===== src/rtl/ysyx_22050518_div_ctrl.sv =====
// ---------------------------------------------------------------------------
// ysyx_22050518_div_ctrl
// Sits between the EXU and the iterative divider core (ysyx_22050518_div).
// It decodes RV64M DIV/DIVU/REM/REMU and their W forms, then prepares the
// operands. Divide-by-zero and signed overflow are resolved locally, without
// launching the core. A quotient/remainder pair with the same operands is
// served from the last core result. The final rd value is held under a
// valid/ready handshake.
//
// Ports
//   clk, rst_n             clock, synchronous active-low reset
//   flush                  kill any in-flight op (redirect)
//   req_valid/req_ready    request handshake from the EXU
//   req_op                 00 DIV, 01 DIVU, 10 REM, 11 REMU
//   req_w                  32-bit (W) variant
//   req_src1/req_src2      dividend / divisor
//   res_valid/res_ready    result handshake towards the consumer
//   res_data               final rd value
//   core_valid/core_ready  launch handshake with the divider core
//   core_w/core_signed     core operation mode
//   core_a/core_b          core operands
//   core_flush             one-cycle abort pulse to the core
//   core_done              core completion pulse
//   core_q/core_r          core quotient / remainder
// ---------------------------------------------------------------------------
module ysyx_22050518_div_ctrl #(
  parameter bit REUSE_EN = 1'b1
) (
  input  logic        clk,
  input  logic        rst_n,
  input  logic        flush,
  input  logic        req_valid,
  output logic        req_ready,
  input  logic [1:0]  req_op,
  input  logic        req_w,
  input  logic [63:0] req_src1,
  input  logic [63:0] req_src2,
  output logic        res_valid,
  input  logic        res_ready,
  output logic [63:0] res_data,
  output logic        core_valid,
  input  logic        core_ready,
  output logic        core_w,
  output logic        core_signed,
  output logic [63:0] core_a,
  output logic [63:0] core_b,
  output logic        core_flush,
  input  logic        core_done,
  input  logic [63:0] core_q,
  input  logic [63:0] core_r
);

  typedef enum logic [1:0] {S_IDLE, S_ISSUE, S_WAIT, S_DONE} state_t;

  state_t state, state_next;

  logic        accept;
  logic        prep_signed;
  logic [63:0] prep_a, prep_b;
  logic        b_zero, overflow, special;
  logic [63:0] sp_q, sp_r;
  logic        reuse_hit;

  logic        rem_q;
  logic        w_q;
  logic        signed_q;
  logic [63:0] a_q, b_q;

  logic        ent_valid;
  logic        ent_w, ent_signed;
  logic [63:0] ent_a, ent_b, ent_q, ent_r;

  // Select quotient or remainder. W results are always sign-extended from
  // bit 31, including the unsigned W forms.
  function automatic logic [63:0] pick_result(input logic [63:0] q,
                                              input logic [63:0] r,
                                              input logic        rem,
                                              input logic        w);
    logic [63:0] x;
    x = rem ? r : q;
    return w ? {{32{x[31]}}, x[31:0]} : x;
  endfunction

  assign req_ready   = (state == S_IDLE) && !flush;
  assign accept      = req_valid && req_ready;
  assign res_valid   = (state == S_DONE);
  assign core_valid  = (state == S_ISSUE);
  assign prep_signed = !req_op[0];

  assign core_a      = a_q;
  assign core_b      = b_q;
  assign core_w      = w_q;
  assign core_signed = signed_q;

  // W operands are narrowed to 32 bits, then extended by signedness.
  always_comb begin
    prep_a = req_src1;
    prep_b = req_src2;
    if (req_w) begin
      if (prep_signed) begin
        prep_a = {{32{req_src1[31]}}, req_src1[31:0]};
        prep_b = {{32{req_src2[31]}}, req_src2[31:0]};
      end else begin
        prep_a = {32'h0, req_src1[31:0]};
        prep_b = {32'h0, req_src2[31:0]};
      end
    end
  end

  // Special cases are judged on the effective width only. Divide-by-zero
  // wins over overflow.
  always_comb begin
    b_zero   = req_w ? (prep_b[31:0] == 32'h0) : (prep_b == 64'h0);
    overflow = prep_signed &&
               (req_w ? (prep_a[31:0] == 32'h8000_0000 && prep_b[31:0] == 32'hFFFF_FFFF)
                      : (prep_a == 64'h8000_0000_0000_0000 && prep_b == '1));
    special  = b_zero || overflow;
    sp_q     = b_zero ? '1 : prep_a;
    sp_r     = b_zero ? prep_a : 64'h0;
  end

  // Special cases never consult the reuse entry.
  assign reuse_hit = REUSE_EN && ent_valid && !special &&
                     (ent_a == prep_a) && (ent_b == prep_b) &&
                     (ent_w == req_w) && (ent_signed == prep_signed);

  // Next-state logic. Flush overrides everything and returns to IDLE.
  always_comb begin
    state_next = state;
    case (state)
      S_IDLE:  if (accept) state_next = (special || reuse_hit) ? S_DONE : S_ISSUE;
      S_ISSUE: if (core_ready) state_next = S_WAIT;
      S_WAIT:  if (core_done) state_next = S_DONE;
      S_DONE:  if (res_ready) state_next = S_IDLE;
      default: state_next = S_IDLE;
    endcase
    if (flush) state_next = S_IDLE;
  end

  always_ff @(posedge clk) begin
    if (!rst_n) state <= S_IDLE;
    else        state <= state_next;
  end

  // The core only needs an abort when it actually holds an operation.
  always_ff @(posedge clk) begin
    if (!rst_n) core_flush <= 1'b0;
    else        core_flush <= flush && (state == S_ISSUE || state == S_WAIT);
  end

  always_ff @(posedge clk) begin
    if (!rst_n) begin
      rem_q    <= 1'b0;
      w_q      <= 1'b0;
      signed_q <= 1'b0;
      a_q      <= 64'h0;
      b_q      <= 64'h0;
    end else if (accept) begin
      rem_q    <= req_op[1];
      w_q      <= req_w;
      signed_q <= prep_signed;
      a_q      <= prep_a;
      b_q      <= prep_b;
    end
  end

  // A core_done coinciding with flush is dropped.
  always_ff @(posedge clk) begin
    if (!rst_n) begin
      res_data <= 64'h0;
    end else if (!flush) begin
      if (accept && special)
        res_data <= pick_result(sp_q, sp_r, req_op[1], req_w);
      else if (accept && reuse_hit)
        res_data <= pick_result(ent_q, ent_r, req_op[1], req_w);
      else if (state == S_WAIT && core_done)
        res_data <= pick_result(core_q, core_r, rem_q, w_q);
    end
  end

  // Raw core outputs are stored so that either half of the pair can be
  // reproduced later.
  always_ff @(posedge clk) begin
    if (!rst_n || flush) begin
      ent_valid  <= 1'b0;
      ent_w      <= 1'b0;
      ent_signed <= 1'b0;
      ent_a      <= 64'h0;
      ent_b      <= 64'h0;
      ent_q      <= 64'h0;
      ent_r      <= 64'h0;
    end else if (state == S_WAIT && core_done) begin
      ent_valid  <= 1'b1;
      ent_w      <= w_q;
      ent_signed <= signed_q;
      ent_a      <= a_q;
      ent_b      <= b_q;
      ent_q      <= core_q;
      ent_r      <= core_r;
    end
  end

endmodule


===== config.mk =====
export PLATFORM = sky130hd
export DESIGN_NAME = ysyx_22050518_div_ctrl
export DESIGN_NICKNAME = d
export VERILOG_FILES = /design/src/rtl/ysyx_22050518_div_ctrl.sv
export SDC_FILE = /design/constraint.sdc
export NUM_CORES = 1
export LEC_CHECK = 0
export ABC_AREA = 0
export CORE_ASPECT_RATIO = 1.1
export CORE_MARGIN = 10
export CORE_UTILIZATION = 50
export CTS_BUF_LIST = sky130_fd_sc_hd__clkbuf_8
export DETAILED_ROUTE_END_ITERATION = 6
export GPL_ROUTABILITY_DRIVEN = 0
export PLACE_DENSITY = 0.79
export SLEW_MARGIN = 20
export SYNTH_ARGS = -nofsm -noshare
export SYNTH_HDL_FRONTEND = slang
export SYNTH_SLANG_ARGS = --single-unit

===== constraint.sdc =====
create_clock -name clk -period 3.61 [get_ports clk]
set_input_delay 0.361 -clock clk [delete_from_list [all_inputs] [get_ports clk]]
set_output_delay 0.361 -clock clk [all_outputs]
set_load 0.05 [all_outputs]

==> reports/summary.log <==
[timing] min Tclk post-route 3.48 ns
[timing] Max-Slew Margin vs Limit 37.5%
[global_route] grt ovf 0
[pwr] Max VDD drop 0.284 mV
[clock_tree] number of levels in the clock H-tree 3
[synth] area share of fa/ha/maj cells after synthesis 0.376%
[synth] syn_nets 3075
[run_status] failing checks design-rule violations
[cells_and_area] top library cells by usage in the layout, fill and taps aside sky130_fd_sc_hd__nand2_1, sky130_fd_sc_hd__clkdlybuf4s50_1, sky130_fd_sc_hd__dfxtp_1, sky130_fd_sc_hd__a21oi_1, sky130_fd_sc_hd__buf_4
[cells_and_area] number of nets in the finished design 3603
[clock_tree] root buffer cell sky130_fd_sc_hd__clkbuf_8
[synth] Cell variety after synth 82
[detailed_routing] residual DRC count 3
[detailed_routing] total wirelength of the detailed-routed design 93900 um
[setup_path] required time at the endpoint of the critical path 4.15 ns
[global_route] antenna violations before repair 8
[clock_tree] CTS Buffer Depth 3
[synth] fraction of post-synthesis cell area in the top cell type by area 41.6%
[synth] count of yosys warnings during synthesis 0
[clock_tree] worst-skew pair later-pin latency 0.66 ns
[clock_tree] cts bufs inserted 76
[die] y dimension of the die 240 um
[die] Top-Level Pins 464
[die] Starting Density 50.6%
[hold_path] HP Class input port to flip-flop
[die] # rows 80
[clock_tree] Sink Count 457
[detailed_routing] ratio of routed vias to standard cells 6.17
[setup_path] depth of the worst register-to-register path 11
[synth] number of flops mapped to enable cells by yosys 0
[setup_path] startpoint of the worst register-to-register path ent_b[34]$_SDFFE_PP0P_
[pwr] power density of the placed cells 399 nW/um2
[timing] transition time at the pin with the least slew margin 0.938 ns
[cells_and_area] most common cell after layout, fill and taps aside sky130_fd_sc_hd__nand2_1
[detailed_routing] number of nets with antenna violations after routing 0
[hold_path] hold wc startpoint rst_n
[synth] simple-gate share of the synthesized area 22.3%
[timing] unrepaired setup endpoints after global routing false
[detailed_routing] number of design-rule violations left by the first detailed-router iteration 3383
[detailed_routing] average routed wire per standard cell 23.6 um
[timing] number of setup violations in the final report 0
[die] Core Footprint 43400 um2
[timing] worst clock skew 0.0238 ns
[job] max-capacitance violation count 0
[timing] final critical-path setup slack 0.130 ns
[die] floorplan die width 220 um
[setup_path] r2r endpoint res_data[45]$_SDFFE_PN0P_
[synth] mux contribution to synthesized area 6.06%
[synth] Post-Synth XOR/XNOR Area 2.75%
[global_route] wire length of the first global-routing pass 140000 um
[place] setup slack after placement -0.781 ns
[synth] Seq/Total Area, Yosys 41.6%
[timing] final-report hold violation count 0
[setup_path] crit-path max FO 12
[setup_path] capturing element type of the critical path flip-flop
[synth] synthesized flop and latch total 457
[synth] netlist area before placement 22000 um2
[cells_and_area] summed area of non-filler cells in the final layout 29900 um2
[cells_and_area] share of post-route cells with drive strength above 1 11.6%
[run_status] status finished, violations left
[synth] complex-gate fraction of the synthesized area 22.1%
[global_route] via count of the first global-routing pass 23872
[synth] cell types occupying the most area after synthesis sky130_fd_sc_hd__dfxtp_1, sky130_fd_sc_hd__nand2_1, sky130_fd_sc_hd__a21oi_1, sky130_fd_sc_hd__mux2i_1, sky130_fd_sc_hd__clkbuf_1
[pwr] leakage power summed over all cells 10.5 nW
[synth] Mapped Avg Cell Area 7.84 um2
[clock_tree] hold buffer count at CTS 0
[setup_path] data arrival at the endpoint of the critical path 4.02 ns
[place] placed inst area 28200 um2
[place] count of buffers from port buffering 463
[cells_and_area] area growth from synthesis to final layout 36.3%
[hold_path] Worst Hold Path Cells 3
[clock_tree] CTS tree yes
[timing] achievable frequency 0.287 GHz
[setup_path] Critical Path Source Type flip-flop
[global_route] maximum number of pins on one net before global-route repair 260
[place] HPWL reported at the end of detailed placement 67200 um
[timing] period utilization 96.4%
[setup_path] critical path class flip-flop to flip-flop
[timing] Slew Viols, Final 0
[setup_path] worst reg-to-reg setup slack 0.13 ns
[detailed_routing] total iterations of the first detailed-routing run 7
[die] Die Outline Area 52700 um2
[global_route] global-route usage over all layers 33.9%
[synth] leading register cell type out of synthesis sky130_fd_sc_hd__dfxtp_1
[synth] combinational family with the most area after synthesis simple AND/OR/NAND/NOR gates
[clock_tree] Clock transition at path regs 0.06 ns
[hold_path] Min-Delay Endpoint core_b[56]$_SDFFE_PN0P_
[cells_and_area] count of fill cells added during filler insertion 3405
[synth] most area-hungry cell type in the Yosys netlist sky130_fd_sc_hd__dfxtp_1
[synth] number of standard cells after synthesis 2804
[synth] FFs w/ async S/R, synth 0%
[detailed_routing] routed via count 24528
## worst max-delay path, stage by stage (launching register included)
cell                      delay [ns]
sky130_fd_sc_hd__dfxtp_1        0.34
sky130_fd_sc_hd__or4_1          0.52
sky130_fd_sc_hd__o31ai_1        0.21
sky130_fd_sc_hd__a31oi_1        0.19
sky130_fd_sc_hd__or3_1          0.45
sky130_fd_sc_hd__or4_4          0.53
sky130_fd_sc_hd__nor4_4         0.30
sky130_fd_sc_hd__buf_4          0.19
sky130_fd_sc_hd__buf_12         0.15
sky130_fd_sc_hd__buf_12         0.16
sky130_fd_sc_hd__mux2i_1        0.23
sky130_fd_sc_hd__a31oi_1        0.10
## worst max path at each step
stage                                 startpoint                         to  slack (ns)  depth (start not counted)
after floorplan            state[0]$_SDFFE_PP0P_  res_data[11]$_SDFFE_PN0P_        0.37                         11
final                     ent_b[34]$_SDFFE_PP0P_  res_data[45]$_SDFFE_PN0P_        0.13                         11
after CTS                 ent_a[17]$_SDFFE_PP0P_  res_data[51]$_SDFFE_PN0P_        0.05                         12
after global routing      ent_b[34]$_SDFFE_PP0P_  res_data[59]$_SDFFE_PN0P_       0.009                         11
after global placement                 req_op[0]  res_data[40]$_SDFFE_PN0P_       -0.77                         13
after detailed placement             req_src2[8]  res_data[51]$_SDFFE_PN0P_       -0.78                         13
## repair_timing
action / 4_1_cts / 5_1_grt
gates cloned: 0 / 2
endpoints found under the setup margin: 61 / 61
gates resized for setup: 3 / 5
setup buffers: 0 / 2
pin swaps: 1 / 4
## cells by family after synthesis
kind of cell	after synthesis
flops	457
buf+inv	255
compound gates	798
mux	133
fa+ha+maj	7
xor+xnor	69
simple gates	1085
## final cells by class
class / instances / area (um2) / area share [%]
Clock buffer: 100 / 1380 / 4.60
Tap cell: 574 / 718 / 2.40
Timing Repair Buffer: 670 / 6500 / 21.7
Sequential cell: 457 / 9150 / 30.6
Multi-Input combinational cell: 2092 / 11800 / 39.6
Clock inverter: 36 / 186 / 0.623
Inverter: 35 / 131 / 0.439
Antenna cell: 11 / 27.5 / 0.0919
## power by group
| group | switching, mW | total [mW] | internal [mW] |
|---|---|---|---|
| registers | 0.0882 | 5.23 | 5.14 |
| logic | 1.17 | 1.95 | 0.782 |
| clock network | 2.22 | 4.77 | 2.55 |
| total | 3.47 | 11.9 | 8.47 |
## state kept, by name, summed over array words and instances (netlist names), 2 cells and up
signal / cells
ent_r: 64
core_a: 64
ent_q: 64
state: 2
core_b: 64
ent_a: 64
res_data: 64
ent_b: 64
## per-layer routing
metal | global-route usage (%) | wire, um
met1 | 39.1 | 33600
met2 | 54.8 | 43500
met3 | 9.01 | 10700
met4 | 21.3 | 6070
met5 | 0 | 0
## through the flow
step                cells  TNS (ns)  hold slack (ns)  utilization [%]  power (mW)
floorplan            2804         0            0.436                -        6.23
finish               3975         0            0.271             68.9        11.9
global route         3970         0            0.276             68.9        12.3
detailed placement   3823    -44.58            0.446             65.0        7.23
CTS                  3959         0            0.220             68.6        11.9
global placement     3823    -45.74            0.441             65.0        7.21
## synthesized netlist by cell type, types with 26 or more instances
cell / number
sky130_fd_sc_hd__clkbuf_1: 173
sky130_fd_sc_hd__a31oi_1: 52
sky130_fd_sc_hd__mux2i_1: 133
sky130_fd_sc_hd__xnor2_1: 45
sky130_fd_sc_hd__nor2b_1: 76
sky130_fd_sc_hd__nor4_1: 35
sky130_fd_sc_hd__inv_1: 32
sky130_fd_sc_hd__dfxtp_1: 457
sky130_fd_sc_hd__nand2_1: 681
sky130_fd_sc_hd__nand4_1: 39
sky130_fd_sc_hd__a211oi_1: 44
sky130_fd_sc_hd__nor2_1: 116
sky130_fd_sc_hd__nand2b_1: 26
sky130_fd_sc_hd__a21oi_1: 427
sky130_fd_sc_hd__o21ai_0: 114
Power figures use the tool's default switching activity.
